==> config.mk <==
export PLATFORM = sky130hd
export DESIGN_NAME = mem_stage
export DESIGN_NICKNAME = d
export VERILOG_FILES = /design/src/rtl/mem_stage_pkg.sv /design/src/rtl/mem_load_align.sv /design/src/rtl/mem_stage.sv
export SDC_FILE = /design/constraint.sdc
export NUM_CORES = 1
export LEC_CHECK = 0
export BUFFER_PORTS_ARGS = -buffer_cell sky130_fd_sc_hd__buf_2
export CAP_MARGIN = 20
export CORE_AREA = 2 2 222 115
export DETAILED_ROUTE_END_ITERATION = 8
export DIE_AREA = 0 0 224 117
export HOLD_SLACK_MARGIN = 0.12
export PLACE_DENSITY = 0.67
export SYNTH_ARGS = -nofsm -noshare
export SYNTH_HDL_FRONTEND = slang
export SYNTH_SLANG_ARGS = --single-unit
==> constraint.sdc <==
create_clock -name clk -period 5.6 [get_ports clk]
set_input_delay 0.84 -clock clk [delete_from_list [all_inputs] [get_ports clk]]
set_output_delay 0.84 -clock clk [all_outputs]
set_load 0.05 [all_outputs]
==> src/rtl/mem_stage_pkg.sv <==
// mem_stage_pkg -- shared definitions for the MEM pipeline stage.
//   Memory op codes, FSM state encoding, EX/MEM register layout,
//   bubble value and small op-decode helpers.
package mem_stage_pkg;

    // Memory op codes, as carried on the op field from EX
    localparam logic [5:0] OP_LB  = 6'b100000;
    localparam logic [5:0] OP_LH  = 6'b100001;
    localparam logic [5:0] OP_LW  = 6'b100011;
    localparam logic [5:0] OP_LBU = 6'b100100;
    localparam logic [5:0] OP_LHU = 6'b100101;
    localparam logic [5:0] OP_SB  = 6'b101000;
    localparam logic [5:0] OP_SH  = 6'b101001;
    localparam logic [5:0] OP_SW  = 6'b101011;

    // PC carried by a bubble (reset vector)
    localparam logic [31:0] PC_BUBBLE = 32'hbfc00000;

    typedef enum logic [1:0] {
        S_IDLE = 2'd0,
        S_REQ  = 2'd1,
        S_WAIT = 2'd2,
        S_DONE = 2'd3
    } mem_state_e;

    typedef struct packed {
        logic [31:0] pc;
        logic [31:0] aluout;
        logic [31:0] writedata;
        logic [4:0]  writereg;
        logic        regwrite;
        logic        memtoreg;
        logic [5:0]  op;
        logic        en;
        logic [3:0]  sel;
        logic        hilo_write;
        logic [63:0] hilo;
    } exmem_t;

    function automatic exmem_t exmem_bubble();
        exmem_t b;
        b    = '0;
        b.pc = PC_BUBBLE;
        return b;
    endfunction

    function automatic logic is_load(input logic [5:0] op);
        case (op)
            OP_LB, OP_LBU, OP_LH, OP_LHU, OP_LW: is_load = 1'b1;
            default:                             is_load = 1'b0;
        endcase
    endfunction

    function automatic logic is_store(input logic [5:0] op);
        case (op)
            OP_SB, OP_SH, OP_SW: is_store = 1'b1;
            default:             is_store = 1'b0;
        endcase
    endfunction

    // Word ops need a word-aligned address, halfword ops an even one
    function automatic logic misaligned(input logic [5:0] op, input logic [1:0] a);
        case (op)
            OP_LW, OP_SW:         misaligned = (a != 2'b00);
            OP_LH, OP_LHU, OP_SH: misaligned = a[0];
            default:              misaligned = 1'b0;
        endcase
    endfunction

endpackage

==> src/rtl/mem_load_align.sv <==
// mem_load_align -- extracts and extends load data from a little-endian
// read word.
//   op_i    load op code
//   addr_i  low two address bits
//   rdata_i word returned by the data bus
//   data_o  register write value (sign/zero extended)
module mem_load_align
    import mem_stage_pkg::*;
(
    input  logic [5:0]  op_i,
    input  logic [1:0]  addr_i,
    input  logic [31:0] rdata_i,
    output logic [31:0] data_o
);

    logic [7:0]  byte_sel;
    logic [15:0] half_sel;

    always_comb begin
        case (addr_i)
            2'd0:    byte_sel = rdata_i[7:0];
            2'd1:    byte_sel = rdata_i[15:8];
            2'd2:    byte_sel = rdata_i[23:16];
            default: byte_sel = rdata_i[31:24];
        endcase
        half_sel = addr_i[1] ? rdata_i[31:16] : rdata_i[15:0];
    end

    always_comb begin
        case (op_i)
            OP_LB:   data_o = {{24{byte_sel[7]}}, byte_sel};
            OP_LBU:  data_o = {24'd0, byte_sel};
            OP_LH:   data_o = {{16{half_sel[15]}}, half_sel};
            OP_LHU:  data_o = {16'd0, half_sel};
            default: data_o = rdata_i;
        endcase
    end

endmodule

==> src/rtl/mem_stage.sv <==
// mem_stage -- EX/MEM pipeline register plus data-bus access FSM.
//   clk, resetn            clock, synchronous active-low reset
//   stall, flush           hold / bubble the EX/MEM register
//   pc..hilo_next          EX results and controls
//   data_*                 SRAM-like data bus (req/addr_ok/data_ok)
//   pcM..hiloM             registered results to WB and forwarding
//   stall_mem              access in flight (to hazard unit)
//   adel, ades             load/store address error
module mem_stage
    import mem_stage_pkg::*;
(
    input  logic        clk,
    input  logic        resetn,
    input  logic        stall,
    input  logic        flush,
    input  logic [31:0] pc,
    input  logic [31:0] aluout,
    input  logic [31:0] writedata,
    input  logic [4:0]  writereg,
    input  logic [1:0]  controls,
    input  logic [5:0]  op,
    input  logic        en,
    input  logic [3:0]  sel,
    input  logic        hilo_write,
    input  logic [63:0] hilo_next,
    output logic        data_req,
    output logic        data_wr,
    output logic [3:0]  data_wstrb,
    output logic [31:0] data_addr,
    output logic [31:0] data_wdata,
    input  logic        data_addr_ok,
    input  logic        data_data_ok,
    input  logic [31:0] data_rdata,
    output logic [31:0] pcM,
    output logic [4:0]  writeregM,
    output logic        regwriteM,
    output logic [31:0] resultM,
    output logic        hilo_writeM,
    output logic [63:0] hiloM,
    output logic        stall_mem,
    output logic        adel,
    output logic        ades
);

    exmem_t     ex_d, exm_q, exm_d;
    mem_state_e state_q;
    logic [31:0] rdata_q;
    logic        busy, capture, issue_ok, st_q, ld_q;
    logic [31:0] load_data;

    assign busy = (state_q == S_REQ) || (state_q == S_WAIT);

    // A new op is only taken while no access is in flight
    assign capture = !stall && !busy;

    always_comb begin
        ex_d            = '0;
        ex_d.pc         = pc;
        ex_d.aluout     = aluout;
        ex_d.writedata  = writedata;
        ex_d.writereg   = writereg;
        ex_d.regwrite   = controls[1];
        ex_d.memtoreg   = controls[0];
        ex_d.op         = op;
        ex_d.en         = en;
        ex_d.sel        = sel;
        ex_d.hilo_write = hilo_write;
        ex_d.hilo       = hilo_next;
    end

    always_comb begin
        exm_d = exm_q;
        if (flush)        exm_d = exmem_bubble();
        else if (capture) exm_d = ex_d;
    end

    assign issue_ok = en && (is_load(op) || is_store(op)) && !misaligned(op, aluout[1:0]);

    always_ff @(posedge clk) begin
        if (!resetn) exm_q <= exmem_bubble();
        else         exm_q <= exm_d;
    end

    // Access FSM. A flush while an access is already accepted cannot cancel
    // it on the bus; the bubble's en=0 marks the returning data for discard.
    always_ff @(posedge clk) begin
        if (!resetn) begin
            state_q <= S_IDLE;
            rdata_q <= '0;
        end else begin
            case (state_q)
                S_IDLE, S_DONE: begin
                    if (flush)        state_q <= S_IDLE;
                    else if (!stall)  state_q <= issue_ok ? S_REQ : S_IDLE;
                end
                S_REQ: begin
                    if (data_addr_ok) state_q <= S_WAIT;
                    else if (flush)   state_q <= S_IDLE;
                end
                S_WAIT: begin
                    if (data_data_ok) begin
                        if (exm_q.en && !flush) begin
                            state_q <= S_DONE;
                            rdata_q <= data_rdata;
                        end else begin
                            state_q <= S_IDLE;
                        end
                    end
                end
                default: state_q <= S_IDLE;
            endcase
        end
    end

    assign ld_q = exm_q.en && is_load(exm_q.op);
    assign st_q = exm_q.en && is_store(exm_q.op);

    assign adel = ld_q && misaligned(exm_q.op, exm_q.aluout[1:0]);
    assign ades = st_q && misaligned(exm_q.op, exm_q.aluout[1:0]);

    assign data_req   = (state_q == S_REQ);
    assign data_wr    = data_req && st_q;
    assign data_wstrb = (data_req && st_q) ? exm_q.sel : 4'b0000;
    assign data_addr  = data_req ? {exm_q.aluout[31:2], 2'b00} : 32'd0;
    assign data_wdata = data_req ? exm_q.writedata : 32'd0;
    assign stall_mem  = busy;

    mem_load_align u_align (
        .op_i   (exm_q.op),
        .addr_i (exm_q.aluout[1:0]),
        .rdata_i(rdata_q),
        .data_o (load_data)
    );

    assign pcM         = exm_q.pc;
    assign writeregM   = exm_q.writereg;
    assign regwriteM   = exm_q.regwrite && !adel && !ades;
    assign resultM     = exm_q.memtoreg ? load_data : exm_q.aluout;
    assign hilo_writeM = exm_q.hilo_write;
    assign hiloM       = exm_q.hilo;

endmodule
==> reports/qor.csv <==
stage,metric,value,unit
cts,numCtsBuffers,21,
timing,period_needed,4.17,ns
synthesis,yosys.area.top_type,dfxtp_1,
timing,drv_slew,0,
cts,hold_buffers,0,
placed_design,placed_cell_area,11000,sq um
cts,clockRootBuffer,clkbuf_16,
cts,cts_max_level,1,
cts,post-cts-setup-buffer-count,0,
detailed_routing,drt_iter0_drc,742,
setup_path,critPathKind,reg -> out,
synthesis,ys_types,45,
die,die_area,26200,sq um
setup_path,cp_max_fo,21,
global_routing,grt_pass1_wl,46100,um
final_layout,layout.nets,1748,
cts,path_clk_slew,0.06,ns
synthesis,synth.avg_cell_area,7.55,sq um
timing,tns,0,ns
synthesis,synth_top_area_share,44.6,%
timing,relSlewSlack,26.1,%
detailed_routing,dr.pass1.iters,5,
synthesis,yosys-top-cells-count,"nand2_1 (445), a21oi_1 (213), dfxtp_1 (213)",
detailed_routing,num_vias,9347,
timing,rsz0062_at_grt,no,
timing,clock-skew-final,0.00865,ns
placed_design,pre_cts_slack,2.02,ns
synthesis,yosysMostFrequentCell,nand2_1,
final_layout,drive_gt1_share,32.3,%
die,rows,41,
detailed_routing,wl_per_cell,17.0,um
synthesis,synth-async-reset-ratio,0,%
synthesis,synthAdderAreaFrac,0.262,%
timing,setup_ws,1.43,ns
power,peakVddDrop,0.153,mV
power,p_leak,5.36,nW
timing,finalSetupViolCount,0,
cts,cts_tree,built,
detailed_routing,drc,0,
flow_run,maxCapViolCount,0,
final_layout,fin_cells,1864,
cts,clockBufferDepth,3,
cts,post_cts_resized,0,
placed_design,post-dp-hpwl,23100,um
final_layout,final_cell_area,11700,sq um
final_layout,area.growth.synth_to_final,22.7,%
detailed_routing,avgViaCountPerCell,5.01,
global_routing,antenna_found_initial,1,
synthesis,synthCells,1266,
placed_design,placed_cells,1827,
synthesis,ys.flop_type,dfxtp_1,
synthesis,synth_edf_count,0,
global_routing,grt_max_degree,141,
synthesis,synth_mux_area_share,1.91,%
setup_path,required,4.76,ns
die,fp.dieH,117,um
die,initial_utilization,39.1,%
timing,max_slew.worst_pin.slew,1.11,ns
synthesis,syn-cell-area,9560,sq um
synthesis,synth_top_family_by_area,simple AND/OR/NAND/NOR gates,
synthesis,synth_seq_cells,213,
die,die_w,224,um
synthesis,yosys.area_share.simple,24.6,%
worst_hold_path,min_path_type,reg -> reg,
power,power,3.45,mW
final_layout,nFillCells,2503,
power,power.density,294,nW/um^2
cts,cts_sinks,213,
detailed_routing,wl,31700,um
placed_design,port-buffer-count,422,
run_status,status,completed,
setup_path,critPathArrivalTime,3.33,ns
global_routing,grt_usage,22.5,%
detailed_routing,antenna_left,0,
timing,fmax,240,MHz
die,coreArea,24500,sq um
synthesis,synth_xor_xnor_area_share,0,%
global_routing,grt_pass1_vias,8245,
synthesis,synth_area_leaders,"dfxtp_1 (45%), nand2_1 (17%), a21oi_1 (11%), buf_4 (8.1%), and2_1 (4.4%)",
synthesis,synth_warnings,0,
global_routing,gr-total-overflow,0,
timing,finalHoldViolations,0,
placed_design,gp_congestion,0.982,
synthesis,yosysSeqAreaShare,44.6,%
setup_path,end_kind,output port,
die,num_io_pins,425,
cts,clkLatencyLatePin,0.50,ns
setup_path,critPathLaunchType,flip-flop,
timing,finalCritPeriodShare,74.5,%
synthesis,synth-compound-area-share,16.2,%
[state kept, by name (all words and copies together) (netlist names)]
name,count
hiloM,64
hilo_writeM,1
state_q,2
writeregM,5
rdata_q,32
exm_q,77
pcM,32
[layout by cell type (no fill, tap or decap), drive strengths merged, types with 8 or more instances in the layout]
| master | count |
|---|---|
| a21oi | 213 |
| a221oi | 8 |
| and2 | 67 |
| buf | 431 |
| clkbuf | 27 |
| dfxtp | 213 |
| inv | 12 |
| mux2 | 8 |
| nand2 | 445 |
| nand3 | 11 |
| nor2 | 13 |
| o21ai | 10 |
| o221a | 16 |
| o22ai | 8 |
[metal layers]
layer / GRT usage, % / routed length [um]
met2: 33.1 / 13500
met5: 0 / 0
met4: 4.27 / 490
met3: 8.29 / 3310
met1: 31.6 / 14500
[path summary, 6_finish.rpt]
path | startpoint | endpoint | slack (ns) | cells past startpoint
max | exm_q[116] | resultM[24] | 1.43 | 5
min | exm_q[89] | exm_q[89] | 0.45 | 2
max reg2reg | state_q[0] | exm_q[135] | 2.88 | 7
min reg2reg | exm_q[89] | exm_q[89] | 0.45 | 2
[cell type report]
class,instances,area [sq um],share of cell area [%]
well taps,322,403,3.43
clock buffers,27,578,4.93
flip-flops and latches,213,4260,36.3
inverters,12,45.0,0.384
multi-input cells,850,4150,35.4
repair buffers,431,2210,18.9
clock inverters,8,77.6,0.661
diodes,1,2.50,0.0213
[report_power, final]
group | total [mW] | switching (mW) | leakage (nW) | internal (mW)
Clock | 1.38 | 0.600 | 0.319 | 0.777
Combinational | 0.480 | 0.339 | 3.31 | 0.141
Sequential | 1.59 | 0.0297 | 1.73 | 1.56
[per-stage QoR]
| stage | utilization [%] | hold slack, ns |
|---|---|---|
| 2_1_floorplan | - | 0.432 |
| 3_3_place_gp | 45.1 | 0.438 |
| 3_5_place_dp | 45.1 | 0.442 |
| 4_1_cts | 47.8 | 0.452 |
| 5_1_grt | 47.9 | 0.465 |
| 6_report | 47.9 | 0.450 |
[logic make-up (layout without fill, tap and decap cells)]
| logic type | Yosys count | count (layout) |
|---|---|---|
| simple gates | 558 | 558 |
| compound gates | 272 | 272 |
| flops | 213 | 213 |
| buf+inv | 204 | 478 |
| mux | 16 | 16 |
| fa+ha+maj | 2 | 2 |
| other cells | 1 | 3 |
[critical path, stage by stage, from the launching register on]
cell	delay, ns
dfxtp_1	0.97
mux2i_1	0.22
nor4_1	0.38
or3_1	0.65
o221a_2	0.33
buf_2	0.26
(Power assumes the default switching activity.)
